## config.mk

```make
export PLATFORM = sky130hd
export DESIGN_NAME = mem_access_arbiter_flat
export DESIGN_NICKNAME = d
export VERILOG_FILES = /design/src/rtl/mem_access_arbiter_pkg.sv /design/src/rtl/mem_access_arbiter_if.sv /design/src/rtl/mem_access_arbiter_rr_arbiter2.sv /design/src/rtl/mem_access_arbiter.sv /design/src/flat_wrapper.sv
export SDC_FILE = /design/constraint.sdc
export NUM_CORES = 1
export LEC_CHECK = 0
export ABC_CLOCK_PERIOD_IN_PS = 4800
export BUFFER_PORTS_ARGS = -buffer_cell sky130_fd_sc_hd__buf_2
export CORE_ASPECT_RATIO = 1.2
export CORE_UTILIZATION = 51
export DETAILED_ROUTE_END_ITERATION = 8
export PLACE_DENSITY = 0.9
export REMOVE_ABC_BUFFERS = 1
export SLEW_MARGIN = 20
export SYNTH_ARGS = -nofsm -noshare
export SYNTH_HDL_FRONTEND = slang
export SYNTH_HIERARCHICAL = 1
export SYNTH_SLANG_ARGS = --single-unit
```

## constraint.sdc

```tcl
create_clock -name clk -period 4.8 [get_ports clk]
set_input_delay 0.24 -clock clk [delete_from_list [all_inputs] [get_ports clk]]
set_output_delay 0.24 -clock clk [all_outputs]
set_load 0.005 [all_outputs]
```

## src/rtl/mem_access_arbiter_pkg.sv

```systemverilog
// ---------------------------------------------------------------------------
// mem_arb_pkg
// Shared types and defaults for the memory access arbiter:
//   state_e     : IDLE -> ISSUE -> WAIT -> RESP access sequence
//   src_e       : which requester owns the current access
//   DEF_*       : default widths and per-level latencies
//   access_lat  : latency of one access given its direction and hit flags
// ---------------------------------------------------------------------------
package mem_arb_pkg;

    typedef enum logic [1:0] {
        IDLE,
        ISSUE,
        WAIT,
        RESP
    } state_e;

    typedef enum logic {
        SRC_I,
        SRC_D
    } src_e;

    localparam int unsigned DEF_DATA_WIDTH = 32;
    localparam int unsigned DEF_ADDR_WIDTH = 8;
    localparam int unsigned DEF_L1_LAT     = 1;
    localparam int unsigned DEF_L2_LAT     = 4;
    localparam int unsigned DEF_MM_LAT     = 12;

    // Writes always go all the way to main memory; reads stop at the
    // first level that hits.
    function automatic int unsigned access_lat(
        input logic        we,
        input logic        l1_hit,
        input logic        l2_hit,
        input int unsigned l1_lat,
        input int unsigned l2_lat,
        input int unsigned mm_lat
    );
        if (we)
            return mm_lat;
        else if (l1_hit)
            return l1_lat;
        else if (l2_hit)
            return l2_lat;
        return mm_lat;
    endfunction

endpackage

```

## src/rtl/mem_access_arbiter_if.sv

```systemverilog
// ---------------------------------------------------------------------------
// mem_access_arbiter_if
// Bundles the fetch requester, data requester, cache-hierarchy port and the
// statistics outputs of mem_access_arbiter.
//   slave  : arbiter side (drives readys, responses, mem_* strobes, stats)
//   master : environment side (drives requests and hierarchy responses)
// ---------------------------------------------------------------------------
interface mem_access_arbiter_if #(
    parameter int unsigned DATA_WIDTH = 32,
    parameter int unsigned ADDR_WIDTH = 8
) ();

    // Fetch requester
    logic                  i_req_valid;
    logic                  i_req_ready;
    logic [ADDR_WIDTH-1:0] i_req_addr;
    logic                  i_resp_valid;
    logic [DATA_WIDTH-1:0] i_resp_data;

    // Data requester
    logic                  d_req_valid;
    logic                  d_req_ready;
    logic                  d_req_we;
    logic [ADDR_WIDTH-1:0] d_req_addr;
    logic [DATA_WIDTH-1:0] d_req_wdata;
    logic                  d_resp_valid;
    logic [DATA_WIDTH-1:0] d_resp_data;

    // Cache hierarchy port
    logic                  mem_en;
    logic                  mem_we;
    logic [ADDR_WIDTH-1:0] mem_addr;
    logic [DATA_WIDTH-1:0] mem_wdata;
    logic [DATA_WIDTH-1:0] mem_rdata;
    logic                  mem_l1_hit;
    logic                  mem_l2_hit;

    // Per-level access counters
    logic [31:0]           stat_l1;
    logic [31:0]           stat_l2;
    logic [31:0]           stat_mm;

    modport slave (
        input  i_req_valid, i_req_addr,
        output i_req_ready, i_resp_valid, i_resp_data,
        input  d_req_valid, d_req_we, d_req_addr, d_req_wdata,
        output d_req_ready, d_resp_valid, d_resp_data,
        output mem_en, mem_we, mem_addr, mem_wdata,
        input  mem_rdata, mem_l1_hit, mem_l2_hit,
        output stat_l1, stat_l2, stat_mm
    );

    modport master (
        output i_req_valid, i_req_addr,
        input  i_req_ready, i_resp_valid, i_resp_data,
        output d_req_valid, d_req_we, d_req_addr, d_req_wdata,
        input  d_req_ready, d_resp_valid, d_resp_data,
        input  mem_en, mem_we, mem_addr, mem_wdata,
        output mem_rdata, mem_l1_hit, mem_l2_hit,
        input  stat_l1, stat_l2, stat_mm
    );

endinterface

```

## src/rtl/mem_access_arbiter_rr_arbiter2.sv

```systemverilog
// ---------------------------------------------------------------------------
// rr_arbiter2
// Two-input round-robin arbiter (fetch vs data). On contention the side that
// was not granted last wins; a lone request always wins. The last-grant
// register moves only when the winner is actually accepted.
// Ports:
//   clk, rst     clock, asynchronous active-low reset
//   i_valid_i    fetch requester valid
//   d_valid_i    data requester valid
//   accept_i     winner accepted this cycle
//   grant_o      current winner (meaningful when either valid is high)
// ---------------------------------------------------------------------------
module rr_arbiter2
    import mem_arb_pkg::*;
(
    input  logic clk,
    input  logic rst,
    input  logic i_valid_i,
    input  logic d_valid_i,
    input  logic accept_i,
    output src_e grant_o
);

    src_e last_q;
    src_e last_d;

    always_comb begin
        grant_o = SRC_I;
        if (i_valid_i && d_valid_i)
            grant_o = (last_q == SRC_I) ? SRC_D : SRC_I;
        else if (d_valid_i)
            grant_o = SRC_D;

        last_d = last_q;
        if (accept_i)
            last_d = grant_o;
    end

    // Starting with "fetch granted last" lets data win the first contention.
    always_ff @(posedge clk or negedge rst) begin
        if (!rst)
            last_q <= SRC_I;
        else
            last_q <= last_d;
    end

endmodule

```

## src/rtl/mem_access_arbiter.sv

```systemverilog
// ---------------------------------------------------------------------------
// mem_access_arbiter
// Shares one cache-hierarchy access port between the instruction-fetch and
// data requesters. One access is in flight at a time; the response pulse is
// delayed by the latency of the level that hit (L1, L2 or main memory).
// Accept at cycle N gives the response pulse at cycle N+1+LAT.
// Ports:
//   clk   clock, rising edge
//   rst   asynchronous reset, active-low
//   bus   mem_access_arbiter_if.slave: request/response handshakes of both
//         requesters, mem_* hierarchy port, stat_l1/stat_l2/stat_mm counters
// Configuration macro:
//   MEM_ARB_STATS_EN  builds the per-level access counters; without it the
//                     stat_* outputs are tied to 0.
// ---------------------------------------------------------------------------
module mem_access_arbiter
    import mem_arb_pkg::*;
#(
    parameter int unsigned DATA_WIDTH = DEF_DATA_WIDTH,
    parameter int unsigned ADDR_WIDTH = DEF_ADDR_WIDTH,
    parameter int unsigned L1_LAT     = DEF_L1_LAT,
    parameter int unsigned L2_LAT     = DEF_L2_LAT,
    parameter int unsigned MM_LAT     = DEF_MM_LAT
) (
    input logic                 clk,
    input logic                 rst,
    mem_access_arbiter_if.slave bus
);

    localparam int CW = $clog2(MM_LAT + 1);

    state_e                state_q;
    state_e                state_d;
    logic [CW-1:0]         cnt_q;
    logic [CW-1:0]         cnt_d;
    src_e                  src_q;
    logic                  we_q;
    logic [ADDR_WIDTH-1:0] addr_q;
    logic [DATA_WIDTH-1:0] wdata_q;
    logic [DATA_WIDTH-1:0] rdata_q;
    logic [DATA_WIDTH-1:0] i_data_q;
    logic [DATA_WIDTH-1:0] d_data_q;

    src_e                  grant;
    logic                  accept;
    logic                  load_resp;
    logic [DATA_WIDTH-1:0] resp_word;
    logic [CW-1:0]         issue_cnt;

    rr_arbiter2 u_rr (
        .clk       (clk),
        .rst       (rst),
        .i_valid_i (bus.i_req_valid),
        .d_valid_i (bus.d_req_valid),
        .accept_i  (accept),
        .grant_o   (grant)
    );

    // Ready is gated with rst so nothing is granted while reset is held.
    assign bus.i_req_ready = rst && (state_q == IDLE) && bus.i_req_valid && (grant == SRC_I);
    assign bus.d_req_ready = rst && (state_q == IDLE) && bus.d_req_valid && (grant == SRC_D);
    assign accept          = bus.i_req_ready || bus.d_req_ready;

    assign issue_cnt = CW'(access_lat(we_q, bus.mem_l1_hit, bus.mem_l2_hit,
                                      L1_LAT, L2_LAT, MM_LAT) - 1);

    // Next-state logic
    always_comb begin
        state_d = state_q;
        cnt_d   = cnt_q;
        case (state_q)
            IDLE: begin
                if (accept)
                    state_d = ISSUE;
            end
            ISSUE: begin
                cnt_d   = issue_cnt;
                state_d = (issue_cnt == '0) ? RESP : WAIT;
            end
            WAIT: begin
                cnt_d = cnt_q - CW'(1);
                if (cnt_q == CW'(1))
                    state_d = RESP;
            end
            RESP: begin
                state_d = IDLE;
            end
            default: begin
                state_d = IDLE;
            end
        endcase
    end

    // Response data is loaded on the edge into RESP so it is valid alongside
    // the pulse. An L1 hit goes ISSUE->RESP directly, before rdata_q exists.
    assign load_resp = (state_d == RESP) && (state_q != RESP) && !we_q;
    assign resp_word = (state_q == ISSUE) ? bus.mem_rdata : rdata_q;

    always_ff @(posedge clk or negedge rst) begin
        if (!rst) begin
            state_q  <= IDLE;
            cnt_q    <= '0;
            src_q    <= SRC_I;
            we_q     <= 1'b0;
            addr_q   <= '0;
            wdata_q  <= '0;
            rdata_q  <= '0;
            i_data_q <= '0;
            d_data_q <= '0;
        end else begin
            state_q <= state_d;
            cnt_q   <= cnt_d;
            if (accept) begin
                src_q <= grant;
                if (grant == SRC_D) begin
                    we_q    <= bus.d_req_we;
                    addr_q  <= bus.d_req_addr;
                    wdata_q <= bus.d_req_wdata;
                end else begin
                    we_q    <= 1'b0;
                    addr_q  <= bus.i_req_addr;
                    wdata_q <= '0;
                end
            end
            if (state_q == ISSUE)
                rdata_q <= bus.mem_rdata;
            if (load_resp) begin
                if (src_q == SRC_D)
                    d_data_q <= resp_word;
                else
                    i_data_q <= resp_word;
            end
        end
    end

    assign bus.mem_en       = (state_q == ISSUE);
    assign bus.mem_we       = (state_q == ISSUE) && we_q;
    assign bus.mem_addr     = addr_q;
    assign bus.mem_wdata    = wdata_q;
    assign bus.i_resp_valid = (state_q == RESP) && (src_q == SRC_I);
    assign bus.d_resp_valid = (state_q == RESP) && (src_q == SRC_D);
    assign bus.i_resp_data  = i_data_q;
    assign bus.d_resp_data  = d_data_q;

`ifdef MEM_ARB_STATS_EN
    logic [31:0] stat_l1_q;
    logic [31:0] stat_l2_q;
    logic [31:0] stat_mm_q;

    // Exactly one counter moves per access, classified in the ISSUE cycle;
    // the counters wrap silently.
    always_ff @(posedge clk or negedge rst) begin
        if (!rst) begin
            stat_l1_q <= '0;
            stat_l2_q <= '0;
            stat_mm_q <= '0;
        end else if (state_q == ISSUE) begin
            if (we_q)
                stat_mm_q <= stat_mm_q + 32'd1;
            else if (bus.mem_l1_hit)
                stat_l1_q <= stat_l1_q + 32'd1;
            else if (bus.mem_l2_hit)
                stat_l2_q <= stat_l2_q + 32'd1;
            else
                stat_mm_q <= stat_mm_q + 32'd1;
        end
    end

    assign bus.stat_l1 = stat_l1_q;
    assign bus.stat_l2 = stat_l2_q;
    assign bus.stat_mm = stat_mm_q;
`else
    assign bus.stat_l1 = '0;
    assign bus.stat_l2 = '0;
    assign bus.stat_mm = '0;
`endif

endmodule
```

## src/flat_wrapper.sv

```systemverilog
// flat-port wrapper written by rule: the top's interface ports become plain ports
module mem_access_arbiter_flat import mem_arb_pkg::*;
#(
    parameter int unsigned DATA_WIDTH = DEF_DATA_WIDTH,
    parameter int unsigned ADDR_WIDTH = DEF_ADDR_WIDTH,
    parameter int unsigned L1_LAT     = DEF_L1_LAT,
    parameter int unsigned L2_LAT     = DEF_L2_LAT,
    parameter int unsigned MM_LAT     = DEF_MM_LAT
)
  (clk, rst, bus_i_req_valid, bus_i_req_addr, bus_i_req_ready, bus_i_resp_valid, bus_i_resp_data, bus_d_req_valid, bus_d_req_we, bus_d_req_addr, bus_d_req_wdata, bus_d_req_ready, bus_d_resp_valid, bus_d_resp_data, bus_mem_en, bus_mem_we, bus_mem_addr, bus_mem_wdata, bus_mem_rdata, bus_mem_l1_hit, bus_mem_l2_hit, bus_stat_l1, bus_stat_l2, bus_stat_mm);
  mem_access_arbiter_if #(.DATA_WIDTH(DATA_WIDTH), .ADDR_WIDTH(ADDR_WIDTH)) bus_i ();
  input logic clk;
  input logic rst;
  input wire logic [$bits(bus_i.i_req_valid)-1:0] bus_i_req_valid;
  input wire logic [$bits(bus_i.i_req_addr)-1:0] bus_i_req_addr;
  output wire logic [$bits(bus_i.i_req_ready)-1:0] bus_i_req_ready;
  output wire logic [$bits(bus_i.i_resp_valid)-1:0] bus_i_resp_valid;
  output wire logic [$bits(bus_i.i_resp_data)-1:0] bus_i_resp_data;
  input wire logic [$bits(bus_i.d_req_valid)-1:0] bus_d_req_valid;
  input wire logic [$bits(bus_i.d_req_we)-1:0] bus_d_req_we;
  input wire logic [$bits(bus_i.d_req_addr)-1:0] bus_d_req_addr;
  input wire logic [$bits(bus_i.d_req_wdata)-1:0] bus_d_req_wdata;
  output wire logic [$bits(bus_i.d_req_ready)-1:0] bus_d_req_ready;
  output wire logic [$bits(bus_i.d_resp_valid)-1:0] bus_d_resp_valid;
  output wire logic [$bits(bus_i.d_resp_data)-1:0] bus_d_resp_data;
  output wire logic [$bits(bus_i.mem_en)-1:0] bus_mem_en;
  output wire logic [$bits(bus_i.mem_we)-1:0] bus_mem_we;
  output wire logic [$bits(bus_i.mem_addr)-1:0] bus_mem_addr;
  output wire logic [$bits(bus_i.mem_wdata)-1:0] bus_mem_wdata;
  input wire logic [$bits(bus_i.mem_rdata)-1:0] bus_mem_rdata;
  input wire logic [$bits(bus_i.mem_l1_hit)-1:0] bus_mem_l1_hit;
  input wire logic [$bits(bus_i.mem_l2_hit)-1:0] bus_mem_l2_hit;
  output wire logic [$bits(bus_i.stat_l1)-1:0] bus_stat_l1;
  output wire logic [$bits(bus_i.stat_l2)-1:0] bus_stat_l2;
  output wire logic [$bits(bus_i.stat_mm)-1:0] bus_stat_mm;
  assign bus_i.i_req_valid = bus_i_req_valid;
  assign bus_i.i_req_addr = bus_i_req_addr;
  assign bus_i_req_ready = bus_i.i_req_ready;
  assign bus_i_resp_valid = bus_i.i_resp_valid;
  assign bus_i_resp_data = bus_i.i_resp_data;
  assign bus_i.d_req_valid = bus_d_req_valid;
  assign bus_i.d_req_we = bus_d_req_we;
  assign bus_i.d_req_addr = bus_d_req_addr;
  assign bus_i.d_req_wdata = bus_d_req_wdata;
  assign bus_d_req_ready = bus_i.d_req_ready;
  assign bus_d_resp_valid = bus_i.d_resp_valid;
  assign bus_d_resp_data = bus_i.d_resp_data;
  assign bus_mem_en = bus_i.mem_en;
  assign bus_mem_we = bus_i.mem_we;
  assign bus_mem_addr = bus_i.mem_addr;
  assign bus_mem_wdata = bus_i.mem_wdata;
  assign bus_i.mem_rdata = bus_mem_rdata;
  assign bus_i.mem_l1_hit = bus_mem_l1_hit;
  assign bus_i.mem_l2_hit = bus_mem_l2_hit;
  assign bus_stat_l1 = bus_i.stat_l1;
  assign bus_stat_l2 = bus_i.stat_l2;
  assign bus_stat_mm = bus_i.stat_mm;
  mem_access_arbiter #(.DATA_WIDTH(DATA_WIDTH), .ADDR_WIDTH(ADDR_WIDTH), .L1_LAT(L1_LAT), .L2_LAT(L2_LAT), .MM_LAT(MM_LAT)) u_core (.clk(clk), .rst(rst), .bus(bus_i));
endmodule
```

## After elaboration in Yosys (flattened, before gate mapping)

Cells that the tools add are included.

- Register bits after elaboration: 144
- Input port bits: 87
- Output and inout bits: 206
- Logic and storage cells: 56

- $add $sub $neg: 2
- Equal/unequal tests: 6
- Multiplexer cells: 19
- Bitwise gates (word level): 2
- Reductions and logical operators: 18

Operators with widths:

| operator | count |
|---|---|
| $mux W32 | 2 |
| $logic_and A1 B1 Y1 | 11 |
| $mux W1 | 8 |
| $mux W4 | 2 |
| $mux W8 | 1 |
| $pmux W2 S4 | 1 |
| $pmux W4 S2 | 1 |
| $sub A4 B1 Y4 const B | 2 |
| $eq A2 B2 Y1 const B | 3 |
| $mux W3 | 2 |
| $eq A4 B1 Y1 const B | 1 |
| $logic_not A4 Y1 | 1 |
| $mux W2 | 2 |
| $reduce_and A2 Y1 | 2 |
| $eq A2 B1 Y1 const B | 1 |
| $logic_not A2 Y1 | 1 |
| $ne A2 B2 Y1 const B | 1 |
| $not A1 Y1 | 2 |
| $reduce_bool A2 Y1 | 1 |
| $logic_not A1 Y1 | 1 |
| $logic_or A1 B1 Y1 | 1 |

## Logic depth before layout (Yosys ltp)

Gate-level depths: netlist (run 1).

- Word-level depth: 12
- Depth in mapped cells: 7

## Hierarchy

Netlist (run 1), hierarchy kept.

Modules (own cells, without submodules):

| module | instances | cells each | area each (um^2) | seq. area each (um^2) |
|---|---|---|---|---|
| mem_access_arbiter | 1 | 465 | 6371.1 | 3603.5 |
| rr_arbiter2 | 1 | 3 | 51.3 | 25.0 |

## Worst setup path before layout (run 1)

Ideal clock, no wire load.

- Path type: flip-flop to flip-flop
- Start: register u_core.state_q[0]
- End: register u_core.d_data_q[14], in the netlist u_core/bus.d_resp_data[14]
- Data arrival time: 2.064 ns
- Path slack: 2.611 ns
- Stages on the path, launching flop included: 8
- Buffers on the path: 1
- Clock period less this slack: 2.189 ns
- Path through: dfrtp_1 inv_1 ha_1 nand2b_2 or3_1 nor3_2 buf_6 mux2_2

- Longest elaborated chain between the ends: 11
- Elaborated cells on any way between the ends: 19
- Those cells by class: eq/ne (5); mux (4); reduce/logical (10)

Ends and longest elaborated chain:

| item | line | RTL |
|---|---|---|
| from (decl) | mem_access_arbiter.sv:32 | `state_e state_q;` |
| from (signal assigned) | mem_access_arbiter.sv:111 | `state_q <= state_d;` |
| $logic_not A2 Y1 | mem_access_arbiter.sv:60, mem_access_arbiter.sv:61, mem_access_arbiter.sv:71 |  |
| $logic_and A1 B1 Y1 | mem_access_arbiter.sv:60, mem_access_arbiter.sv:61 |  |
| $logic_and A1 B1 Y1, on equally long branches (2 in a row) | mem_access_arbiter.sv:60, mem_access_arbiter.sv:61 |  |
| $logic_or A1 B1 Y1 | mem_access_arbiter.sv:62 | `assign accept = bus.i_req_ready \|\| bus.d_req_ready;` |
| $mux W2 | mem_access_arbiter.sv:73 | `if (accept)` |
| $pmux W2 S4 * | mem_access_arbiter.sv:71 | `case (state_q)` |
| net u_core.state_d[1] | mem_access_arbiter.sv:33 | `state_e state_d;` |
| $eq A2 B2 Y1 * | mem_access_arbiter.sv:96 | `assign load_resp = (state_d == RESP) && (state_q != RESP) && !we_q;` |
| $logic_and A1 B1 Y1 * (2 in a row) | mem_access_arbiter.sv:96 |  |
| $reduce_and A2 Y1 (no line) * | - |  |
| to (signal assigned) | mem_access_arbiter.sv:129 | `d_data_q <= resp_word;` |
| to (decl) | mem_access_arbiter.sv:42 | `logic [DATA_WIDTH-1:0] d_data_q;` |

Mark *: on every way through the listed nets, which the timed path passes. The rest lies on a longest branch.
A chain may end at the register's enable or synchronous reset.

## Worst setup path after layout (run 1)

- Start: register u_core.u_rr.last_q
- End: register u_core.d_data_q[19], in the netlist u_core/bus.d_resp_data[19]

- Longest elaborated chain between the ends: 11
- Elaborated cells on any way between the ends: 12
- Those cells by class: eq/ne (1); mux (4); bitwise (1); reduce/logical (6)

Ends and longest elaborated chain:

| item | line | RTL |
|---|---|---|
| from (decl) | mem_access_arbiter_rr_arbiter2.sv:24 | `src_e last_q;` |
| from (signal assigned) | mem_access_arbiter_rr_arbiter2.sv:44 | `last_q <= last_d;` |
| $mux W1 * | mem_access_arbiter_rr_arbiter2.sv:30 | `grant_o = (last_q == SRC_I) ? SRC_D : SRC_I;` |
| $mux W1 * | mem_access_arbiter_rr_arbiter2.sv:29 | `if (i_valid_i && d_valid_i)` |
| net u_core.grant | mem_access_arbiter.sv:44 | `src_e grant;` |
| $not A1 Y1 | mem_access_arbiter.sv:60 | `assign bus.i_req_ready = rst && (state_q == IDLE) && bus.i_req_valid && (grant == SRC_I);` |
| $logic_and A1 B1 Y1 | mem_access_arbiter.sv:60 |  |
| $logic_or A1 B1 Y1 * | mem_access_arbiter.sv:62 |  |
| $mux W2 * | mem_access_arbiter.sv:73 |  |
| $pmux W2 S4 * | mem_access_arbiter.sv:71 |  |
| $eq A2 B2 Y1 * | mem_access_arbiter.sv:96 |  |
| $logic_and A1 B1 Y1 * (2 in a row) | mem_access_arbiter.sv:96 |  |
| $reduce_and A2 Y1 (no line) * | - |  |

Marked as above.

==> metrics.yaml, run 1 <==
tns_ps: 0
drcViolationCount: 0
setup_slack_ps: 1740
cts.repair.resized: 0
drv_slew: 0
p_clk_frac: 0.246
synthFlopType: "dfrtp_1"
sequentialPowerShare: 0.396
wl_um: 12700
vias_per_cell: 4.73
final_area_um2: 7790
die_x_um: 104
syn_area_um2: 6420
finalHoldViolations: 0
relSlewSlack: 0.370
avgRoutedWirePerCell_um: 15.0
core_area_um2: 12200
whs_ps: 39.5
io_pins: 293
synth_edf_count: 0
min_path_type: "input pin to flip-flop"
gr-total-overflow: 0
first_pass_iters: 4
cp_max_fo: 12
end_kind: "flip-flop"
p_comb_frac: 0.358
clock_path_buffers: 2
critical_path_arrival_ps: 3350
worst_slew_pin_slew_ps: 943
dp_hpwl_um: 8980
synth-seq-cells: 145
avgSynthCellArea_um2: 13.7
clock_sinks: 145
power_density_nw_per_um2: 673
synth_warnings: 6
track_usage: 0.201
die_area_um2: 13000
place_congestion: 0.781
mostFrequentLayoutCells: "buf_2 (195), dfrtp_1 (145), conb_1 (96)"
clkTransAtPathRegs_ps: 60
status: "complete, no violations"
synthArstFlopShare: 1.00
swShare: 0.314
fillers: 900
fmax_mhz: 327
htreeDepth: 4
start_util: 0.528
dr.first_iter.drc_count: 120
synth_cells: 468
root_buffer: "clkbuf_16"
grt_pass1_wl_um: 20400
grt_pass1_vias: 4073
final-setup-viol-count: 0
dpl_cell_area_um2: 7180
grt_antenna_before_repair: 0
rsz0062_at_grt: "no"
dpl_worst_slack_ps: 1450
post-route-util: 0.640
clkLatencyLatePin_ps: 410
fin_worst_skew_ps: 12.9
p_int_w: 0.00360
n_antenna_cell: 0
final_nets: 763
yosysSeqAreaShare: 0.565
period_minus_slack_ps: 3060
drive_above_1_share: 0.505
grt_start_max_net_pins: 89
io_buffers: 196
numCtsBuffers: 17
syn_to_final_growth_pct: 21.3
cts_tree: "done"
row_count: 44
crit_type: "flip-flop to flip-flop"
die_y_um: 125
min_period_over_period: 0.638
max-cap-violations: 0
cp.required_ps: 5090
total_leakage_power_nw: 4.00
ant_nets: 0
final_common_cell: "buf_2"
via_count: 3994
synth.distinct_cells: 34
startpoint_type: "flip-flop"
peakVddDrop_uv: 314
p_switching_w: 0.00165
[cell type report]
class,instances,area (um2),area share
clock buffers,18,429,0.0551
clock inverters,14,154,0.0198
inverters,7,26.3,0.00337
multi-input cells,296,2300,0.295
flip-flops and latches,145,3630,0.466
well taps,161,201,0.0259
repair buffers,203,1050,0.135
[critical path, stage by stage, from the launching register on]
cell	delay (ps)
dfrtp_1	390
a21boi_2	590
mux2_2	320
a21oi_1	170
nor3_4	630
buf_8	240
buf_4	230
mux2_2	360
[kinds of logic (layout without fill, tap and decap cells)]
family          after synthesis  in the layout  share of synthesized area
other cells                   1             96                   0.000584
flops                       145            145                      0.565
mux                         107            107                      0.190
simple gates                 34             34                     0.0306
buf+inv                     122            242                      0.136
fa+ha+maj                     6              6                     0.0117
compound gates               53             53                     0.0658
[path summary, 6_finish.rpt]
| path | from | end | slack, ps | cells after the start |
|---|---|---|---|---|
| setup / recovery | u_core/u_rr/last_q$_DFFE_PN0P_ | u_core/bus.d_resp_data[19]$_DFFE_PN0P_ | 1740 | 7 |
| hold / removal | bus_d_req_we | u_core/we_q$_DFFE_PN0N_ | 40 | 2 |
| setup reg to reg | u_core/u_rr/last_q$_DFFE_PN0P_ | u_core/bus.d_resp_data[19]$_DFFE_PN0P_ | 1740 | 7 |
| hold reg to reg | u_core/bus.mem_addr[1]$_DFFE_PN0N_ | u_core/bus.mem_addr[1]$_DFFE_PN0N_ | 480 | 2 |
| max in group asynchronous | rst | u_core/bus.i_resp_data[24]$_DFFE_PN0P_ | 3120 | 3 |
| min in group asynchronous | rst | u_core/bus.mem_addr[6]$_DFFE_PN0N_ | 430 | 2 |
[per-layer routing]
| layer | up-vias | GRT usage | part of all wire |
|---|---|---|---|
| li1 | 1839 | - | - |
| met1 | 1923 | 0.233 | 0.40 |
| met2 | 212 | 0.345 | 0.51 |
| met3 | 20 | 0.0594 | 0.073 |
| met4 | 0 | 0.0866 | 0.017 |
| met5 | - | 0 | 0 |
[repair_timing]
action                    in CTS  in global routing
buffers inserted               0                  0
hold buffers                   1                  0
hold endpoints to repair      84                  0
[sequential cells by signal (all words and copies together) (netlist names), 2 cells and up]
signal / flops
u_core/state_q: 2
u_core/rdata_q: 32
u_core/bus.mem_wdata: 32
u_core/bus.d_resp_data: 32
u_core/bus.mem_addr: 8
u_core/bus.i_resp_data: 32
u_core/cnt_q: 4
[cell usage after synthesis (2+ instances only)]
master | instances | area share
and2b_2 | 2 | 0.0027
dfrtp_1 | 145 | 0.56
nand2_1 | 13 | 0.0076
clkbuf_1 | 11 | 0.0064
nand3_1 | 2 | 0.0016
mux2i_1 | 8 | 0.012
o21ai_0 | 13 | 0.010
buf_6 | 6 | 0.011
mux2_4 | 7 | 0.016
ha_1 | 6 | 0.012
a22o_1 | 33 | 0.045
nor2_1 | 3 | 0.0018
and2_1 | 2 | 0.0019
or3_1 | 2 | 0.0019
a21oi_1 | 3 | 0.0023
inv_1 | 7 | 0.0041
mux2_2 | 92 | 0.16
nor3_2 | 2 | 0.0031
buf_4 | 96 | 0.11
[metrics by stage]
stage | cells | total power, W
detailed placement | 810 | 0.00398
global placement | 810 | 0.00385
finish | 844 | 0.00524
CTS | 843 | 0.00529
global route | 844 | 0.00557
floorplan | 448 | 0.00319
[power by group through the flow]
| stage | sequential, W | combinational (W) | clock, W |
|---|---|---|---|
| floorplan | 0.00207 | 0.00112 | 0 |
| global placement | 0.00206 | 0.00179 | 0 |
| detailed placement | 0.00209 | 0.00189 | 0 |
| CTS | 0.00208 | 0.00189 | 0.00132 |
| global route | 0.00215 | 0.00205 | 0.00138 |
| finish | 0.00207 | 0.00188 | 0.00129 |
Power figures use the tool's default switching activity.
==> run 2, diff against run 1 <==
--- a/config.mk
+++ b/config.mk
@@ -5,12 +5,12 @@
 export SDC_FILE = /design/constraint.sdc
 export NUM_CORES = 1
 export LEC_CHECK = 0
-export ABC_CLOCK_PERIOD_IN_PS = 4800
+export ABC_CLOCK_PERIOD_IN_PS = 2470
 export BUFFER_PORTS_ARGS = -buffer_cell sky130_fd_sc_hd__buf_2
 export CORE_ASPECT_RATIO = 1.2
-export CORE_UTILIZATION = 51
+export CORE_UTILIZATION = 43
 export DETAILED_ROUTE_END_ITERATION = 8
-export PLACE_DENSITY = 0.9
+export PLACE_DENSITY = 0.81
 export REMOVE_ABC_BUFFERS = 1
 export SLEW_MARGIN = 20
 export SYNTH_ARGS = -nofsm -noshare
==> constraint.sdc (replaced) <==
create_clock -name clk -period 2.47 [get_ports clk]
set_input_delay 0.1235 -clock clk [delete_from_list [all_inputs] [get_ports clk]]
set_output_delay 0.1235 -clock clk [all_outputs]
set_load 0.005 [all_outputs]
==> run 2 against run 1 <==
  * Cell count increased by 14%
  * Largest cell class unchanged
  * Sequential cell count did not move
  * Sequential power increased by 94%
  * Total power up 97%
  * Clock-buffer cell count did not move
  * Highest routed layer unchanged
  * Clock power rose by 91%
  * Die area up 18%
==> metrics.yaml, run 2 (synthesized netlist as in run 1, its figures left out) <==
status: "complete, no violations"  # unchanged
gr-total-overflow: 0  # unchanged
peakVddDrop_uv: 480  # was 314 uV
root_buffer: "clkbuf_16"  # unchanged
period_minus_slack_ps: 2330  # was 3060 ps
die_y_um: 136  # was 125 um
dp_hpwl_um: 8990  # was 8980 um
cts_tree: "done"  # unchanged
grt_antenna_before_repair: 0  # unchanged
p_clk_frac: 0.239  # was 0.246
grt-busiest-layer: "met2"  # unchanged
setup.worst_path.start: "u_core/state_q[0]$_DFF_PN0_"  # was u_core/u_rr/last_q$_DFFE_PN0P_
p_comb_frac: 0.372  # was 0.358
clock_path_buffers: 2  # unchanged
final_area_um2: 8590  # was 7790 um2
postCtsSetupBuffers: 0  # unchanged
grtUsageMet2: 0.334  # was 0.345
grt_pass1_wl_um: 22300  # was 20400 um
drv_slew: 0  # unchanged
die_area_um2: 15400  # was 13000 um2
p_int_w: 0.00696  # was 0.00360 W
p_switching_w: 0.00334  # was 0.00165 W
cp.required_ps: 2770  # was 5090 ps
rsz0062_at_grt: "no"  # unchanged
fillers: 1096  # was 900
crit_type: "flip-flop to flip-flop"  # unchanged
worst_slew_pin_slew_ps: 752  # was 943 ps
dp.cells: 855  # was 810
rr_startpoint: "u_core/state_q[0]$_DFF_PN0_"  # was u_core/u_rr/last_q$_DFFE_PN0P_
clkTransAtPathRegs_ps: 70  # was 60 ps
mostFrequentLayoutCells: "buf_2 (195), dfrtp_1 (145), conb_1 (96)"  # unchanged
startpoint_type: "flip-flop"  # unchanged
relSlewSlack: 0.499  # was 0.370
n_antenna_cell: 0  # unchanged
io_buffers: 196  # unchanged
numCtsBuffers: 17  # unchanged
max-cap-violations: 0  # unchanged
avgRoutedWirePerCell_um: 15.0  # about the same
critical_path_arrival_ps: 2630  # was 3350 ps
final-setup-viol-count: 0  # unchanged
swShare: 0.324  # was 0.314
end_kind: "flip-flop"  # unchanged
via_count: 4336  # was 3994
use_met3: 0.0531  # was 0.0594
cp_max_fo: 18  # was 12
instances_no_fill: 960  # was 844
track_usage: 0.190  # was 0.201
row_count: 48  # was 44
clkLatencyLatePin_ps: 410  # about the same
htreeDepth: 4  # unchanged
ant_nets: 0  # unchanged
io_pins: 293  # unchanged
clock_sinks: 145  # unchanged
cts.repair.resized: 0  # unchanged
whs_ps: 1.80  # was 39.5 ps
post-route-util: 0.594  # was 0.640
total_leakage_power_nw: 4.33  # was 4.00 nW
die_x_um: 114  # was 104 um
power_density_nw_per_um2: 1200  # was 673 nW/um2
finalHoldViolations: 0  # unchanged
grt_start_max_net_pins: 146  # was 89
min_period_over_period: 0.944  # was 0.638
sequentialPowerShare: 0.389  # was 0.396
final_nets: 840  # was 763
wl_um: 14400  # was 12700 um
core_area_um2: 14500  # was 12200 um2
drcViolationCount: 0  # unchanged
syn_to_final_growth_pct: 33.8  # was 21.3%
min_path_type: "input pin to flip-flop"  # unchanged
dpl_cell_area_um2: 7300  # was 7180 um2
grtUsageMet1: 0.221  # was 0.233
vias_per_cell: 4.52  # was 4.73
grt_pass1_vias: 4356  # was 4073
final_common_cell: "buf_2"  # unchanged
start_util: 0.444  # was 0.528
first_pass_iters: 4  # unchanged
dr.first_iter.drc_count: 190  # was 120
fmax_mhz: 429  # was 327 MHz
hp-start: "bus_i_req_addr[1]"  # was bus_d_req_we
drive_above_1_share: 0.461  # was 0.505
place_congestion: 0.750  # was 0.781
fin_worst_skew_ps: 10.9  # was 12.9 ps
run 2: cell count changes in the layout (fill, tap and decap cells not counted), sizes merged:
cell         delta
bufinv          -2
clkinvlp        -3
buf             +5
inv             +6
clkinv          -1
dlygate4sd3    +72
run 2: path summary, 6_finish.rpt:
path                       slack (ps)  cells past startpoint                                     to
max                               140                      8  u_core/bus.i_resp_data[7]$_DFFE_PN0P_
min                                 2                      3     u_core/bus.mem_addr[1]$_DFFE_PN0N_
max reg2reg                       140                      8  u_core/bus.i_resp_data[7]$_DFFE_PN0P_
min reg2reg                       480                      2     u_core/bus.mem_addr[4]$_DFFE_PN0N_
max in group asynchronous        1470                      3           u_core/rdata_q[27]$_DFF_PN0_
min in group asynchronous         450                      3            u_core/rdata_q[9]$_DFF_PN0_
run 2: worst max-delay path, cell delays in order (launching register included):
cell,delay [ps]
dfrtp_1,430
inv_1,100
ha_1,270
or2b_2,320
a21oi_1,290
buf_4,190
nor3_4,40
buf_4,240
mux2_4,330
run 2: area by class of cell:
class,count,area [um2],share of cell area
clock inverters,14,135,0.0157
multi-input cells,296,2300,0.267
flip-flops and latches,145,3630,0.422
inverters,7,26.3,0.00306
well taps,200,250,0.0291
repair buffers,280,1830,0.212
clock buffers,18,429,0.0499
run 2: per-layer routing:
layer | part of all wire | vias up | wire [um]
met5 | 0 | - | 0
met4 | 0.015 | 0 | 223
met3 | 0.070 | 14 | 1010
met2 | 0.52 | 207 | 7490
met1 | 0.40 | 2118 | 5710
li1 | - | 1997 | -
run 2: power groups by stage:
stage          Sequential [W]  Combinational, W  Clock, W
2_1_floorplan         0.00403           0.00217         0
3_3_place_gp          0.00402           0.00362         0
3_5_place_dp          0.00403           0.00376         0
4_1_cts               0.00401           0.00385   0.00252
5_1_grt               0.00414           0.00418   0.00263
6_report              0.00401           0.00384   0.00246
run 2: timing repair:
action                                  CTS  global route
hold endpoints to repair                214             0
hold buffers                             73             0
endpoints found under the setup margin    0             5
run 2: metrics by stage:
| step | total power (W) | worst slack, ps | TNS (ps) |
|---|---|---|---|
| detailed placement | 0.00779 | 140 | 0 |
| global route | 0.0110 | 26.7 | 0 |
| finish | 0.0103 | 139 | 0 |
| CTS | 0.0104 | 103 | 0 |
| global placement | 0.00764 | 206 | 0 |
| floorplan | 0.00620 | -1090 | -72630 |
==> run 3, diff against run 2 <==
--- a/config.mk
+++ b/config.mk
@@ -5,6 +5,7 @@
 export SDC_FILE = /design/constraint.sdc
 export NUM_CORES = 1
 export LEC_CHECK = 0
+export ABC_AREA = 1
 export ABC_CLOCK_PERIOD_IN_PS = 2470
 export BUFFER_PORTS_ARGS = -buffer_cell sky130_fd_sc_hd__buf_2
 export CORE_ASPECT_RATIO = 1.2
==> run 3 against run 2 <==
  * Hold slack improved by 40 ps
  * Maximum frequency increased by 0.30%
  * Sequential cell count unchanged
  * Register-to-register slack about the same
  * Synthesized cell count increased by 48%
  * Largest cell class unchanged
  * Highest routed layer unchanged
==> metrics.yaml, run 3 <==
row_count: 49  # was 48
peakVddDrop_uv: 458  # was 480 uV
grt_pass1_vias: 5330  # was 4356
track_usage: 0.224  # was 0.190
instances_no_fill: 1188  # was 960
avgSynthCellArea_um2: 9.54  # was 13.7 um2
htreeDepth: 4  # unchanged
place_congestion: 0.883  # was 0.750
synth.distinct_cells: 27  # was 34
clkTransAtPathRegs_ps: 60  # was 70 ps
drv_slew: 0  # unchanged
cp_max_fo: 19  # was 18
dpl_cell_area_um2: 7430  # was 7300 um2
yosys.cell_count.top_type: "nand2_1"  # was dfrtp_1
synth_warnings: 6  # unchanged
dr_wl_met3_um: 809  # was 1010 um
fin_worst_skew_ps: 6.26  # was 10.9 ps
syn_to_final_growth_pct: 34.7  # was 33.8%
via_count: 5468  # was 4336
yosys-top-cells-count: "nand2_1 (288), dfrtp_1 (145), buf_4 (96), nand3_1 (36), mux2_2 (32)"  # was dfrtp_1 (145), buf_4 (96), mux2_2 (92), a22o_1 (33)
crit_chain: "inv_1, ha_2, nand4_4, buf_4, nand2_4, nor2_1, a31oi_1, dlygate4sd3_1"  # was inv_1, ha_1, or2b_2, a21oi_1, buf_4, nor3_4, buf_4, mux2_4
total_leakage_power_nw: 4.92  # was 4.33 nW
ff2ff_path_depth: 8  # unchanged
worst_slew_pin_slew_ps: 812  # was 752 ps
cp.required_ps: 2810  # was 2770 ps
max_stage_delay_ps: 610  # was 430 ps
io_buffers: 196  # unchanged
die_y_um: 138  # was 136 um
fmax_mhz: 430  # was 429 MHz
grt_pass1_wl_um: 26700  # was 22300 um
setup.worst_path.start: "u_core/state_q[0]$_DFF_PN0_"  # unchanged
root_buffer: "clkbuf_16"  # unchanged
synthFlopType: "dfrtp_1"  # unchanged
synth_cells: 692  # was 468
synthArstFlopShare: 1.00  # unchanged
met1_length_um: 6600  # was 5710 um
crit_type: "flip-flop to flip-flop"  # unchanged
gr-total-overflow: 0  # unchanged
drive_above_1_share: 0.288  # was 0.461
yosysSeqAreaShare: 0.550  # was 0.565
cts_tree: "done"  # unchanged
clock_path_buffers: 2  # unchanged
vias_per_cell: 4.60  # was 4.52
io_pins: 293  # unchanged
core_area_um2: 15000  # was 14500 um2
end_kind: "flip-flop"  # unchanged
top_layer_used: "met4"  # unchanged
power_density_nw_per_um2: 1200  # about the same
dr.first_iter.drc_count: 353  # was 190
synth_edf_count: 0  # unchanged
final_nets: 1065  # was 840
synth_top_area_cell: "dfrtp_1"  # unchanged
min_path_type: "input pin to flip-flop"  # unchanged
ys_top_cells_by_area: "dfrtp_1 (55%), nand2_1 (16%), buf_4 (11%)"  # was dfrtp_1 (56%), mux2_2 (16%), buf_4 (11%)
ant_nets: 0  # unchanged
n_antenna_cell: 0  # unchanged
syn_area_um2: 6600  # was 6420 um2
start_util: 0.440  # was 0.444
mostFrequentLayoutCells: "nand2_1 (288), buf_2 (195), dfrtp_1 (145)"  # was buf_2 (195), dfrtp_1 (145), conb_1 (96)
max-cap-violations: 0  # unchanged
period_minus_slack_ps: 2320  # was 2330 ps
rr_startpoint: "u_core/state_q[0]$_DFF_PN0_"  # unchanged
wl_met2_um: 9290  # was 7490 um
finalHoldViolations: 0  # unchanged
avgRoutedWirePerCell_um: 14.8  # was 15.0 um
min_period_over_period: 0.941  # was 0.944
clock_sinks: 145  # unchanged
critical_path_arrival_ps: 2660  # was 2630 ps
grt_start_max_net_pins: 145  # was 146
synth_top_cell_area_share: 0.550  # was 0.565
first_pass_iters: 5  # was 4
status: "complete, no violations"  # unchanged
drcViolationCount: 0  # unchanged
wl_um: 17600  # was 14400 um
regToRegEndpoint: "u_core/bus.mem_addr[6]$_DFFE_PN0N_"  # was u_core/bus.i_resp_data[7]$_DFFE_PN0P_
startpoint_type: "flip-flop"  # unchanged
cp_slowest_cell: "dlygate4sd3_1"  # was dfrtp_1
clkLatencyLatePin_ps: 410  # about the same
numCtsBuffers: 17  # unchanged
die_x_um: 115  # was 114 um
path_buf_inv: 3  # unchanged
crit_cells: 8  # unchanged
synth-seq-cells: 145  # unchanged
grt_antenna_before_repair: 0  # unchanged
final-setup-viol-count: 0  # unchanged
final_common_cell: "nand2_1"  # was buf_2
endpoint: "u_core/bus.mem_addr[6]$_DFFE_PN0N_"  # was u_core/bus.i_resp_data[7]$_DFFE_PN0P_
r2r_slack_ps: 150  # was 140 ps
postCtsSetupBuffers: 0  # unchanged
dp_hpwl_um: 10700  # was 8990 um
dp.cells: 1075  # was 855
cp_top_family: "buffers and inverters"  # unchanged
relSlewSlack: 0.459  # was 0.499
die_area_um2: 15900  # was 15400 um2
rsz0062_at_grt: "no"  # unchanged
final_area_um2: 8900  # was 8590 um2
[run 3: layout make-up]
cell class | instances | area [um2]
clock inverter | 9 | 154
multi-input combinational | 499 | 2380
inverter | 20 | 76.3
sequential | 145 | 3630
fill | 1242 | 6120
timing repair buffer | 289 | 1930
clock buffer | 22 | 474
tap | 204 | 255
[run 3: power breakdown]
group	leakage [nW]	internal (W)	total, W	switching (W)
sequential	1.80	0.00345	0.00398	0.000531
clock	0.303	0.00177	0.00272	0.000952
combinational	2.82	0.00174	0.00397	0.00223
total	4.92	0.00695	0.0107	0.00371
[run 3: cell families after synthesis]
family | count (synthesis) | synth area share
XOR/XNOR | 2 | 0.00265
flip-flops | 145 | 0.550
adder cells (fa/ha/maj) | 6 | 0.0114
buffers and inverters | 143 | 0.146
AND/OR/NAND/NOR | 347 | 0.220
AO/OA/AOI/OAI | 16 | 0.0148
other | 1 | 0.000568
multiplexers | 32 | 0.0546
[run 3: metrics by stage]
step                      power, W   util  hold WS (ps)  setup TNS (ps)  setup slack, ps
final                       0.0107  0.592          41.5               0              146
after global routing        0.0114  0.592          31.7               0             56.3
after CTS                   0.0107  0.591          22.2               0             48.5
after detailed placement   0.00767  0.495         -81.4               0              371
after global placement     0.00751  0.495         -81.7               0              413
after floorplan            0.00604      -          -172           -6780             -106
[run 3: worst min path at each step]
stage | startpoint | endpoint | slack (ps) | cells past startpoint
3_3_place_gp | rst | u_core/bus.mem_addr[2]$_DFFE_PN0N_ | -80 | 1
3_5_place_dp | rst | u_core/bus.mem_addr[2]$_DFFE_PN0N_ | -80 | 1
2_1_floorplan | rst | u_core/bus.d_resp_data[0]$_DFFE_PN0P_ | -170 | 0
6_report | bus_d_req_valid | u_core/u_rr/last_q$_DFFE_PN0P_ | 40 | 3
4_1_cts | bus_d_req_valid | u_core/u_rr/last_q$_DFFE_PN0P_ | 20 | 3
5_1_grt | bus_d_req_valid | u_core/u_rr/last_q$_DFFE_PN0P_ | 30 | 3
[run 3: worst min-delay path: cells and delay by family]
kind          cells  cell delay, ps
buf+inv           1             130
simple gates      2             140
[run 3: routing by layer]
metal | global-route usage | vias up
li1 | - | 2529
met1 | 0.252 | 2616
met2 | 0.384 | 255
met3 | 0.0422 | 68
met4 | 0.156 | 0
met5 | 0 | -
[run 3: timing repair]
item,CTS,global route
resized for setup,0,4
setup endpoints to repair,0,9
hold buffers,82,0
endpoints found under the hold margin,218,0
